--- src/rtl/calc_core_seq_if.sv ---
// rtl/calc_core_seq_if.sv - request/response bundle for the calc_core_seq calculator core
//
// Purpose: groups the operand/opcode request and the result/status response
//          of the calculator core into one interface.
// Signals:
//   start   requester -> core   request, sampled only while the core is idle
//   op      requester -> core   00 add, 01 sub, 10 mul, 11 div
//   a       requester -> core   operand A (dividend), unsigned
//   b       requester -> core   operand B (divisor), unsigned
//   busy    core -> requester   high while calculating
//   done    core -> requester   one-cycle pulse, result/err valid
//   result  core -> requester   2*WIDTH-bit registered result
//   err     core -> requester   divide-by-zero flag, held with result
// Modports: master (operand-entry side), slave (calculator core).

interface calc_core_seq_if #(
   parameter int WIDTH = 8
);
   logic                 start;
   logic [1:0]           op;
   logic [WIDTH-1:0]     a;
   logic [WIDTH-1:0]     b;
   logic                 busy;
   logic                 done;
   logic [2*WIDTH-1:0]   result;
   logic                 err;

   modport master (
      output start, op, a, b,
      input  busy, done, result, err
   );

   modport slave (
      input  start, op, a, b,
      output busy, done, result, err
   );
endinterface

--- src/rtl/calc_core_seq.sv ---
// rtl/calc_core_seq.sv - sequential four-function calculator core (add/sub/mul/div)
//
// Purpose: accepts two WIDTH-bit unsigned operands and an opcode through a
//          start/done handshake. Add and sub finish after one calculation
//          cycle, shift-add multiply and restoring divide after WIDTH cycles.
//          Divide by zero finishes after one cycle with err set.
// Ports:
//   clk    in   system clock, all state on rising edge
//   rst_n  in   asynchronous active-low reset, aborts any operation
//   bus    calc_core_seq_if.slave: start/op/a/b in, busy/done/result/err out
// Parameters:
//   WIDTH  operand width (>= 2); result is 2*WIDTH bits
// Build option:
//   CALC_REM_EN  when defined, divide returns the remainder in the upper
//                half of result and divide-by-zero returns a there; when
//                undefined the upper half of any divide result is zero.

module calc_core_seq #(
   parameter int WIDTH = 8
) (
   input  logic            clk,
   input  logic            rst_n,
   calc_core_seq_if.slave  bus
);

   localparam logic [1:0] OP_ADD = 2'b00;
   localparam logic [1:0] OP_SUB = 2'b01;
   localparam logic [1:0] OP_MUL = 2'b10;
   localparam logic [1:0] OP_DIV = 2'b11;

   localparam logic [WIDTH-1:0] CNT_LAST = WIDTH'(WIDTH - 1);

   typedef enum logic [1:0] {
      IDLE = 2'b00,
      CALC = 2'b01,
      DONE = 2'b10
   } state_t;

   state_t               state;
   state_t               state_next;

   logic [1:0]           op_q;
   logic [WIDTH-1:0]     a_q;      // operand A; shifts out dividend / in quotient during div
   logic [WIDTH-1:0]     b_q;
   logic [WIDTH-1:0]     rem_q;    // partial remainder for restoring divide
   logic [2*WIDTH-1:0]   acc_q;    // {partial product, remaining multiplier bits}
   logic [WIDTH-1:0]     cnt_q;
   logic [2*WIDTH-1:0]   result_q;
   logic                 err_q;

   logic                 b_zero;
   logic                 calc_last;
   logic [WIDTH:0]       sum_ext;
   logic [WIDTH:0]       diff_ext;
   logic [WIDTH:0]       mul_sum;
   logic [2*WIDTH-1:0]   mul_next;
   logic [WIDTH:0]       div_shift;
   logic [WIDTH:0]       div_sub;
   logic                 div_ge;
   logic [WIDTH-1:0]     rem_next;
   logic [WIDTH-1:0]     quo_next;
   logic [2*WIDTH-1:0]   result_next;

   // ------------------------------------------------------------------
   // Datapath step logic
   // ------------------------------------------------------------------
   always_comb begin
      b_zero    = (b_q == '0);
      calc_last = (op_q == OP_ADD) || (op_q == OP_SUB) ||
                  ((op_q == OP_DIV) && b_zero) || (cnt_q == CNT_LAST);

      sum_ext   = {1'b0, a_q} + {1'b0, b_q};
      diff_ext  = {1'b0, a_q} - {1'b0, b_q};

      // Shift-add multiply: add A into the upper half when the multiplier
      // LSB (acc_q[0]) is set, then shift the whole accumulator right.
      mul_sum   = {1'b0, acc_q[2*WIDTH-1:WIDTH]} + (acc_q[0] ? {1'b0, a_q} : '0);
      mul_next  = {mul_sum, acc_q[WIDTH-1:1]};

      // Restoring divide: bring in the next dividend bit MSB first; the
      // partial remainder stays below b, so the subtracted value fits WIDTH bits.
      div_shift = {rem_q, a_q[WIDTH-1]};
      div_ge    = (div_shift >= {1'b0, b_q});
      div_sub   = div_shift - {1'b0, b_q};
      rem_next  = div_ge ? div_sub[WIDTH-1:0] : div_shift[WIDTH-1:0];
      quo_next  = {a_q[WIDTH-2:0], div_ge};

      result_next = '0;
      case (op_q)
         OP_ADD: result_next = {{(WIDTH-1){1'b0}}, sum_ext};
         OP_SUB: result_next = {{WIDTH{diff_ext[WIDTH]}}, diff_ext[WIDTH-1:0]};
         OP_MUL: result_next = mul_next;
         default: begin
            if (b_zero) begin
`ifdef CALC_REM_EN
               result_next = {a_q, {WIDTH{1'b1}}};
`else
               result_next = {{WIDTH{1'b0}}, {WIDTH{1'b1}}};
`endif
            end else begin
`ifdef CALC_REM_EN
               result_next = {rem_next, quo_next};
`else
               result_next = {{WIDTH{1'b0}}, quo_next};
`endif
            end
         end
      endcase
   end

   // ------------------------------------------------------------------
   // FSM
   // ------------------------------------------------------------------
   always_ff @(posedge clk or negedge rst_n) begin
      if (!rst_n) begin
         state <= IDLE;
      end else begin
         state <= state_next;
      end
   end

   always_comb begin
      state_next = state;
      case (state)
         IDLE:    if (bus.start) state_next = CALC;
         CALC:    if (calc_last) state_next = DONE;
         DONE:    state_next = IDLE;
         default: state_next = IDLE;
      endcase
   end

   // ------------------------------------------------------------------
   // Operand capture, iteration and result registers
   // ------------------------------------------------------------------
   always_ff @(posedge clk or negedge rst_n) begin
      if (!rst_n) begin
         op_q     <= '0;
         a_q      <= '0;
         b_q      <= '0;
         rem_q    <= '0;
         acc_q    <= '0;
         cnt_q    <= '0;
         result_q <= '0;
         err_q    <= 1'b0;
      end else begin
         if ((state == IDLE) && bus.start) begin
            op_q  <= bus.op;
            a_q   <= bus.a;
            b_q   <= bus.b;
            rem_q <= '0;
            acc_q <= {{WIDTH{1'b0}}, bus.b};
            cnt_q <= '0;
            err_q <= 1'b0;
         end else if (state == CALC) begin
            cnt_q <= cnt_q + WIDTH'(1);
            if (op_q == OP_MUL) begin
               acc_q <= mul_next;
            end
            if ((op_q == OP_DIV) && !b_zero) begin
               rem_q <= rem_next;
               a_q   <= quo_next;
            end
            if (calc_last) begin
               result_q <= result_next;
               err_q    <= (op_q == OP_DIV) && b_zero;
            end
         end
      end
   end

   assign bus.busy   = (state == CALC);
   assign bus.done   = (state == DONE);
   assign bus.result = result_q;
   assign bus.err    = err_q;

endmodule
--- src/flat_wrapper.sv ---
// flat-port wrapper written by rule: the top's interface ports become plain ports
module calc_core_seq_flat 
#(
   parameter int WIDTH = 8
)
  (clk, rst_n, bus_start, bus_op, bus_a, bus_b, bus_busy, bus_done, bus_result, bus_err);
  calc_core_seq_if #(.WIDTH(WIDTH)) bus_i ();
  input  logic clk;
  input  logic rst_n;
  input wire logic [$bits(bus_i.start)-1:0] bus_start;
  input wire logic [$bits(bus_i.op)-1:0] bus_op;
  input wire logic [$bits(bus_i.a)-1:0] bus_a;
  input wire logic [$bits(bus_i.b)-1:0] bus_b;
  output wire logic [$bits(bus_i.busy)-1:0] bus_busy;
  output wire logic [$bits(bus_i.done)-1:0] bus_done;
  output wire logic [$bits(bus_i.result)-1:0] bus_result;
  output wire logic [$bits(bus_i.err)-1:0] bus_err;
  assign bus_i.start = bus_start;
  assign bus_i.op = bus_op;
  assign bus_i.a = bus_a;
  assign bus_i.b = bus_b;
  assign bus_busy = bus_i.busy;
  assign bus_done = bus_i.done;
  assign bus_result = bus_i.result;
  assign bus_err = bus_i.err;
  calc_core_seq #(.WIDTH(WIDTH)) u_core (.clk(clk), .rst_n(rst_n), .bus(bus_i));
endmodule
--- config.mk ---
export PLATFORM = sky130hd
export DESIGN_NAME = calc_core_seq_flat
export DESIGN_NICKNAME = d
export VERILOG_FILES = /design/src/rtl/calc_core_seq_if.sv /design/src/rtl/calc_core_seq.sv /design/src/flat_wrapper.sv
export SDC_FILE = /design/constraint.sdc
export NUM_CORES = 1
export LEC_CHECK = 0
export ABC_AREA = 1
export BUFFER_PORTS_ARGS = -buffer_cell sky130_fd_sc_hd__buf_2
export CAP_MARGIN = 30
export CORE_MARGIN = 5
export CORE_UTILIZATION = 51
export DETAILED_ROUTE_END_ITERATION = 16
export GPL_TIMING_DRIVEN = 0
export PLACE_DENSITY = 0.78
export SLEW_MARGIN = 20
export SYNTH_ARGS = -nofsm -noshare
export SYNTH_HDL_FRONTEND = slang
export SYNTH_SLANG_ARGS = --single-unit
--- constraint.sdc ---
create_clock -name clk -period 1.93 [get_ports clk]
set_input_delay 0.193 -clock clk [delete_from_list [all_inputs] [get_ports clk]]
set_output_delay 0.193 -clock clk [all_outputs]
set_load 0.03 [all_outputs]
==> results.py, run 1 <==
metrics = {
    "run_status": {
        "run_status": "finished clean",
    },
    "route": {
        "initialDrtViolationCount": 507,
        "drc": 0,
        "drtPass1Iterations": 5,
        "vias_per_cell": 5.63,
        "route.final.wire_length_mm": 14.7,
        "vias": 4950,
        "post_route_ant_nets": 0,
        "detail_route.wl_per_cell_um": 16.7,
    },
    "clocking": {
        "cts_buffers": 9,
        "clk_transition_reported_paths_ps": 90,
        "tritoncts_num_sinks": 69,
        "max-clock-path-buffers": 2,
        "clk-insertion-delay-late_ps": 360,
        "cts-root-buf": "sky130_fd_sc_hd__clkbuf_8",
        "cts_tree": "built",
        "htree_num_levels": 3,
    },
    "pwr": {
        "static-leakage-power_uw": 0.00316,
        "total_switching_power_uw": 669,
        "clock_power_share": 0.499,
        "p_int_uw": 2330,
        "power-per-cell-area_mw_per_mm2": 491,
        "power.share.switching": 0.223,
        "share_comb_of_total_power": 0.019,
        "power.ir.vdd_worst_mv": 0.358,
        "seq_power_share": 0.481,
    },
    "logic_synthesis": {
        "largest_family_of_logic_cells_by_synthesized_area": "simple AND/OR/NAND/NOR gates",
        "synthCells": 667,
        "synth_xor_area_frac": 0.0106,
        "yosysSeqAreaShare": 0.349,
        "asyncSetResetFlopFracSynth": 1.00,
        "syn-cell-area_mm2": 0.00495,
        "synthAdderAreaFrac": 0.102,
        "area_fraction_in_compound_gates_after_synthesis": 0.113,
        "netlist-cell-type-count": 48,
        "synth_area_leader_cell": "sky130_fd_sc_hd__dfrtp_1",
        "ys.warnings.count": 0,
        "yosys-top-cells-area": "sky130_fd_sc_hd__dfrtp_1 35%, sky130_fd_sc_hd__nand2_1 16%, sky130_fd_sc_hd__ha_1 8.6%, sky130_fd_sc_hd__nand3_1 6.7%, sky130_fd_sc_hd__inv_1 5.7%",
        "ys_ff_latch": 69,
        "synthesis.area_per_instance_um2": 7.42,
        "post_synth_mux_area_share": 0.00404,
        "synth_simple_gate_area_frac": 0.326,
        "yosysTopAreaCellShare": 0.349,
        "syn_nets": 726,
        "synth_edf_count": 0,
        "dominantRegCellSynth": "sky130_fd_sc_hd__dfrtp_1",
    },
    "placement": {
        "port-buffer-count": 39,
        "detailedPlacementHpwl_mm": 10.4,
        "place_congestion": 0.943,
        "placedCellCount": 840,
        "placed_area_mm2": 0.00534,
    },
    "floorplanning": {
        "die-height_um": 109,
        "fp.dieW_um": 109,
        "die_area_mm2": 0.0118,
        "fp.coreArea_mm2": 0.00964,
        "placementRows": 36,
        "design.portCount": 40,
        "initial_utilization": 0.514,
    },
    "finish": {
        "multi_input_area_mm2": 0.00306,
        "filler_cells": 839,
        "final_util": 0.634,
        "final_cell_mix": "203 x sky130_fd_sc_hd__nand2_1, 69 x sky130_fd_sc_hd__inv_1, 61 x sky130_fd_sc_hd__dfrtp_1, 58 x sky130_fd_sc_hd__nand3_1, 43 x sky130_fd_sc_hd__buf_2",
        "seqCellArea_mm2": 0.00174,
        "antenna_cells_inserted": 0,
        "most_common_library_cell_in_the_layout_ignoring_fill_and_taps": "sky130_fd_sc_hd__nand2_1",
        "layoutNonFillerInstCount": 879,
        "share_of_final_layout_standard_cells_stronger_than_drive_strength_1": 0.255,
        "synthToLayoutAreaGrowth_pct": 23.5,
        "final_design_area_no_fill_mm2": 0.00611,
        "nets": 800,
    },
    "worst_setup_path": {
        "crit_path_max_fanout": 3,
        "worst-setup-path-type": "reg -> reg",
        "cpMostUsedCell": "sky130_fd_sc_hd__nand2_1",
        "required_ps": 2190,
        "crit_chain": "buf_6 -> nand2_1 -> inv_1 -> ha_4 -> fa_2 -> nand3_2 -> nand2_2 -> nand4_1 -> nand2_1 -> inv_2 -> o21ai_0 -> nand2_1 -> nand2_1",
        "slowest_stage": "sky130_fd_sc_hd__dfrtp_1",
        "cp-start-kind": "flop",
        "critical-path-max-stage-delay_ps": 400,
        "crit_arrival_ps": 2180,
        "critPathCaptureType": "flop",
    },
    "global_routing": {
        "grt_usage": 0.244,
        "first_global_vias": 4598,
        "grt_start_max_net_pins": 58,
        "antenna_violations_before_repair": 0,
        "grt_first_pass_wirelength_mm": 22.5,
        "grt_overflow": 0,
    },
    "timing": {
        "fmax_mhz": 522,
        "min_period_over_period": 0.993,
        "setup_tns_ps": 0,
        "worst_pin_slew_ps": 446,
        "setup_repair_after_global_routing_missed_its_margin": "true",
        "slew_headroom": 0.703,
        "finalHoldViolCount": 0,
        "finalHoldWorstSlack_ps": 66.2,
        "final-setup-viol-count": 0,
        "timing.final.max_slew_violations": 0,
        "period_minus_slack_ps": 1920,
        "clock-skew-final_ps": 12.5,
    },
    "flow_run": {
        "cap_viol_max_count": 0,
    },
    "min_path": {
        "holdCritPathClass": "in -> reg",
    },
}
## metrics by stage
| stage | total power (uW) | setup WS (ps) |
|---|---|---|
| final | 3000 | 14.5 |
| after global routing | 3080 | -61.1 |
| after detailed placement | 1530 | -331 |
| after floorplan | 1470 | 114 |
| after CTS | 3000 | -2.73 |
| after global placement | 1520 | -334 |
## logic make-up after synthesis
kind of cell | after synthesis
AO/OA/AOI/OAI | 92
AND/OR/NAND/NOR | 353
buffers and inverters | 107
XOR/XNOR | 6
multiplexers | 2
flip-flops | 69
adder cells (fa/ha/maj) | 38
## layout make-up
class / count / area share
multi-input cells: 491 / 0.501
flip-flops and latches: 69 / 0.284
repair buffers: 64 / 0.0669
inverters: 89 / 0.0579
well taps: 133 / 0.0272
plain buffers: 17 / 0.0231
clock buffers: 9 / 0.0203
clock inverters: 7 / 0.0198
## power by group through the flow
| stage | Combinational (uW) | Clock, uW | Sequential, uW |
|---|---|---|---|
| 4_1_cts | 59.7 | 1500 | 1440 |
| 3_3_place_gp | 48.7 | 0 | 1470 |
| 5_1_grt | 66.3 | 1570 | 1440 |
| 2_1_floorplan | 0.0643 | 0 | 1470 |
| 6_report | 58.3 | 1500 | 1440 |
| 3_5_place_dp | 58.0 | 0 | 1470 |
## synthesized netlist by cell type, types with 4 or more instances
| library cell | number |
|---|---|
| sky130_fd_sc_hd__a21oi_1 | 19 |
| sky130_fd_sc_hd__o21ai_1 | 4 |
| sky130_fd_sc_hd__o21ai_0 | 39 |
| sky130_fd_sc_hd__buf_2 | 9 |
| sky130_fd_sc_hd__clkinv_1 | 5 |
| sky130_fd_sc_hd__nor2_1 | 34 |
| sky130_fd_sc_hd__dfrtp_1 | 69 |
| sky130_fd_sc_hd__fa_1 | 4 |
| sky130_fd_sc_hd__nand3_1 | 66 |
| sky130_fd_sc_hd__nor2_2 | 4 |
| sky130_fd_sc_hd__nand4_1 | 17 |
| sky130_fd_sc_hd__a22oi_1 | 5 |
| sky130_fd_sc_hd__buf_6 | 7 |
| sky130_fd_sc_hd__nand2_1 | 208 |
| sky130_fd_sc_hd__o21a_1 | 4 |
| sky130_fd_sc_hd__o211ai_1 | 7 |
| sky130_fd_sc_hd__inv_1 | 75 |
| sky130_fd_sc_hd__inv_2 | 6 |
| sky130_fd_sc_hd__ha_1 | 34 |
## worst paths after layout
path | from | to | slack [ps] | depth (start not counted)
max in group asynchronous | rst_n | u_core.b_q[1]$_DFFE_PN0P_ | 1140 | 3
min in group asynchronous | rst_n | u_core.bus.result[6]$_DFFE_PN0P_ | 220 | 2
setup / recovery | u_core.a_q[0]$_DFFE_PN0P_ | u_core.bus.result[15]$_DFFE_PN0P_ | 10 | 13
setup reg to reg | u_core.a_q[0]$_DFFE_PN0P_ | u_core.bus.result[15]$_DFFE_PN0P_ | 10 | 13
hold / removal | bus_a[3] | u_core.a_q[3]$_DFFE_PN0P_ | 70 | 3
hold reg to reg | u_core.bus.result[11]$_DFFE_PN0P_ | u_core.bus.result[11]$_DFFE_PN0P_ | 480 | 2
## sequential cells by signal, indices dropped and copies added (netlist names)
signal             cells
u_core.acc_q          16
u_core.bus.result     16
u_core.a_q             8
u_core.b_q             8
u_core.cnt_q           8
u_core.rem_q           8
u_core.op_q            2
u_core.state           2
u_core.bus.err         1
## critical path, delay by kind of cell, from the launching register on
kind	cells	cell delay, ps
fa+ha+maj	2	550
simple gates	7	550
flops	1	400
buf+inv	3	260
compound gates	1	70
## what timing repair did
action / in CTS / in global routing
setup endpoints to repair: 25 / 25
hold buffers: 1 / 0
resized for setup: 25 / 64
pin swaps: 1 / 15
endpoints found under the hold margin: 69 / 0
setup buffers: 5 / 18
## layer usage
| layer | vias to the layer above | share of wire | global-route usage |
|---|---|---|---|
| met1 | 2356 | 0.41 | 0.340 |
| met5 | - | 0 | 0 |
| met4 | 0 | 0.033 | 0.0821 |
| met2 | 213 | 0.47 | 0.389 |
| met3 | 47 | 0.085 | 0.0376 |
| li1 | 2334 | - | - |
Power figures use the tool's default switching activity.
==> inputs of run 2 (changes only) <==
Settings changed: CELL_PAD_IN_SITES_DETAIL_PLACEMENT set to 0, CELL_PAD_IN_SITES_GLOBAL_PLACEMENT set to 1, CORE_UTILIZATION 51 to 40, MAX_ROUTING_LAYER set to met4, PLACE_DENSITY 0.78 to 0.82.
==> results.py, run 2 (synthesis gave the netlist of run 1 again) <==
metrics = {
    "floorplanning": {
        "design.portCount": 40,
        "die_area_mm2": 0.0147,
        "placementRows": 40,
        "fp.dieW_um": 121,
        "fp.coreArea_mm2": 0.0121,
        "initial_utilization": 0.411,
        "die-height_um": 121,
    },
    "min_path": {
        "hold_path_depth": 3,
        "min_delay_worst_endpoint": "u_core.a_q[4]$_DFFE_PN0P_",
        "hp-start": "bus_a[4]",
        "holdCritPathClass": "in -> reg",
    },
    "clocking": {
        "cts_buffers": 9,
        "cts-root-buf": "sky130_fd_sc_hd__clkbuf_16",
        "clk-insertion-delay-late_ps": 350,
        "htree_num_levels": 3,
        "clk_transition_reported_paths_ps": 70,
        "tritoncts_num_sinks": 69,
        "cts_tree": "built",
        "max-clock-path-buffers": 2,
    },
    "route": {
        "route.final.wire_length_mm": 14.8,
        "vias_per_cell": 5.22,
        "detail_route.wl_per_cell_um": 16.2,
        "drtPass1Iterations": 5,
        "initialDrtViolationCount": 302,
        "vias": 4769,
        "drc": 0,
        "post_route_ant_nets": 0,
    },
    "worst_setup_path": {
        "timing.reg2reg.setup_slack_ps": 20,
        "critical_path.reg2reg.endpoint": "u_core.bus.result[6]$_DFFE_PN0P_",
        "worst-setup-path-type": "reg -> reg",
        "cp_num_buf_inv": 2,
        "worst_path_dominant_cell_family": "adder cells",
        "crit_chain": "buf_12 -> ha_4 -> fa_2 -> buf_6 -> nand4_1 -> nand4_1 -> nand3_2 -> nand3_2 -> nand2_1 -> nand2_1",
        "crit_arrival_ps": 2150,
        "required_ps": 2170,
        "crit-reg2reg-launch": "u_core.b_q[0]$_DFFE_PN0P_",
        "critPathCaptureType": "flop",
        "critical-path-max-stage-delay_ps": 440,
        "crit_path_max_fanout": 3,
        "cp-start-kind": "flop",
        "worst_r2r_path_depth": 10,
        "slowest_stage": "sky130_fd_sc_hd__dfrtp_2",
    },
    "timing": {
        "worst_pin_slew_ps": 443,
        "fmax_mhz": 522,
        "setup_repair_after_global_routing_missed_its_margin": "true",
        "min_period_over_period": 0.992,
        "timing.final.max_slew_violations": 0,
        "setup_ws_ps": 16.0,
        "clock-skew-final_ps": 10.3,
        "period_minus_slack_ps": 1910,
        "slew_headroom": 0.705,
        "finalHoldViolCount": 0,
        "final-setup-viol-count": 0,
    },
    "finish": {
        "antenna_cells_inserted": 0,
        "share_of_final_layout_standard_cells_stronger_than_drive_strength_1": 0.263,
        "synthToLayoutAreaGrowth_pct": 26.3,
        "layoutNonFillerInstCount": 913,
        "nets": 799,
        "most_common_library_cell_in_the_layout_ignoring_fill_and_taps": "sky130_fd_sc_hd__nand2_1",
        "final_cell_mix": "201 x sky130_fd_sc_hd__nand2_1, 69 x sky130_fd_sc_hd__inv_1, 59 x sky130_fd_sc_hd__dfrtp_1, 56 x sky130_fd_sc_hd__nand3_1, 42 x sky130_fd_sc_hd__buf_2",
        "final_design_area_no_fill_mm2": 0.00626,
    },
    "placement": {
        "place_worst_setup_slack_ps": -318,
        "detailedPlacementHpwl_mm": 10.6,
        "place_congestion": 0.960,
        "placed_area_mm2": 0.00539,
        "port-buffer-count": 39,
        "placedCellCount": 875,
    },
    "global_routing": {
        "grt_usage": 0.206,
        "antenna_violations_before_repair": 0,
        "grt_first_pass_wirelength_mm": 22.9,
        "grt_overflow": 0,
        "grt_start_max_net_pins": 58,
        "first_global_vias": 4462,
    },
    "pwr": {
        "power.ir.vdd_worst_mv": 0.746,
        "power-per-cell-area_mw_per_mm2": 522,
        "static-leakage-power_uw": 0.00318,
    },
    "flow_run": {
        "cap_viol_max_count": 0,
    },
    "run_status": {
        "run_status": "finished clean",
    },
}
run 2: report_power, final:
| part | internal [uW] | total (uW) | switching, uW |
|---|---|---|---|
| clock | 1050 | 1760 | 709 |
| combinational | 21.9 | 60.0 | 38.1 |
| sequential | 1450 | 1450 | 0 |
run 2: worst max path at each step:
stage               slack, ps                      start  cells after the start                           endpoint
floorplan                 110  u_core.a_q[0]$_DFFE_PN0P_                     11  u_core.bus.result[11]$_DFFE_PN0P_
global placement         -330  u_core.a_q[0]$_DFFE_PN0P_                     11  u_core.bus.result[11]$_DFFE_PN0P_
detailed placement       -320  u_core.a_q[0]$_DFFE_PN0P_                     11  u_core.bus.result[15]$_DFFE_PN0P_
CTS                         7  u_core.a_q[0]$_DFFE_PN0P_                      9   u_core.bus.result[4]$_DFFE_PN0P_
global route              -60  u_core.a_q[0]$_DFFE_PN0P_                     11  u_core.bus.result[11]$_DFFE_PN0P_
finish                     20  u_core.b_q[0]$_DFFE_PN0P_                     10   u_core.bus.result[6]$_DFFE_PN0P_
run 2: final cells by class:
type	count	area, um2
buffer	17	144
clock buffer	10	239
clock inverter	6	70.1
fill	1169	5810
inverter	89	355
multi-input combinational	492	3090
sequential	69	1740
tap	168	210
timing repair buffer	62	410
run 2: metrics by stage:
| step | setup TNS, ps | hold WS (ps) | utilization | power (uW) |
|---|---|---|---|---|
| detailed placement | -3120 | 68.0 | 0.447 | 1530 |
| finish | 0 | 66.8 | 0.519 | 3260 |
| global placement | -2850 | 422 | 0.444 | 1520 |
| floorplan | 0 | -103 | - | 1470 |
| global route | -537 | 83.4 | 0.519 | 3360 |
| CTS | 0 | 65.2 | 0.483 | 3270 |
run 2: worst register-to-register path, delay by kind of cell (launching register included):
kind                       cells  cell delay (ps)
DFF                            1              440
and+or+nand+nor                6              530
buffers and inverters          2              270
adders and majority gates      2              580
run 2: timing repair:
item                                    4_1_cts  5_1_grt
pin swaps                                     2       22
endpoints found under the setup margin       25       28
hold buffers                                  1        0
buffers inserted                              4       17
endpoints found under the hold margin        12        0
cloned                                        0        1
resized for setup                            25       75
run 2: per-layer routing:
layer / part of all wire / track usage / vias up
met5: 0 / - / -
met3: 0.059 / 0.0517 / 30
met1: 0.47 / 0.282 / 2283
li1: - / - / 2345
met2: 0.44 / 0.297 / 111
met4: 0.024 / 0.0749 / 0
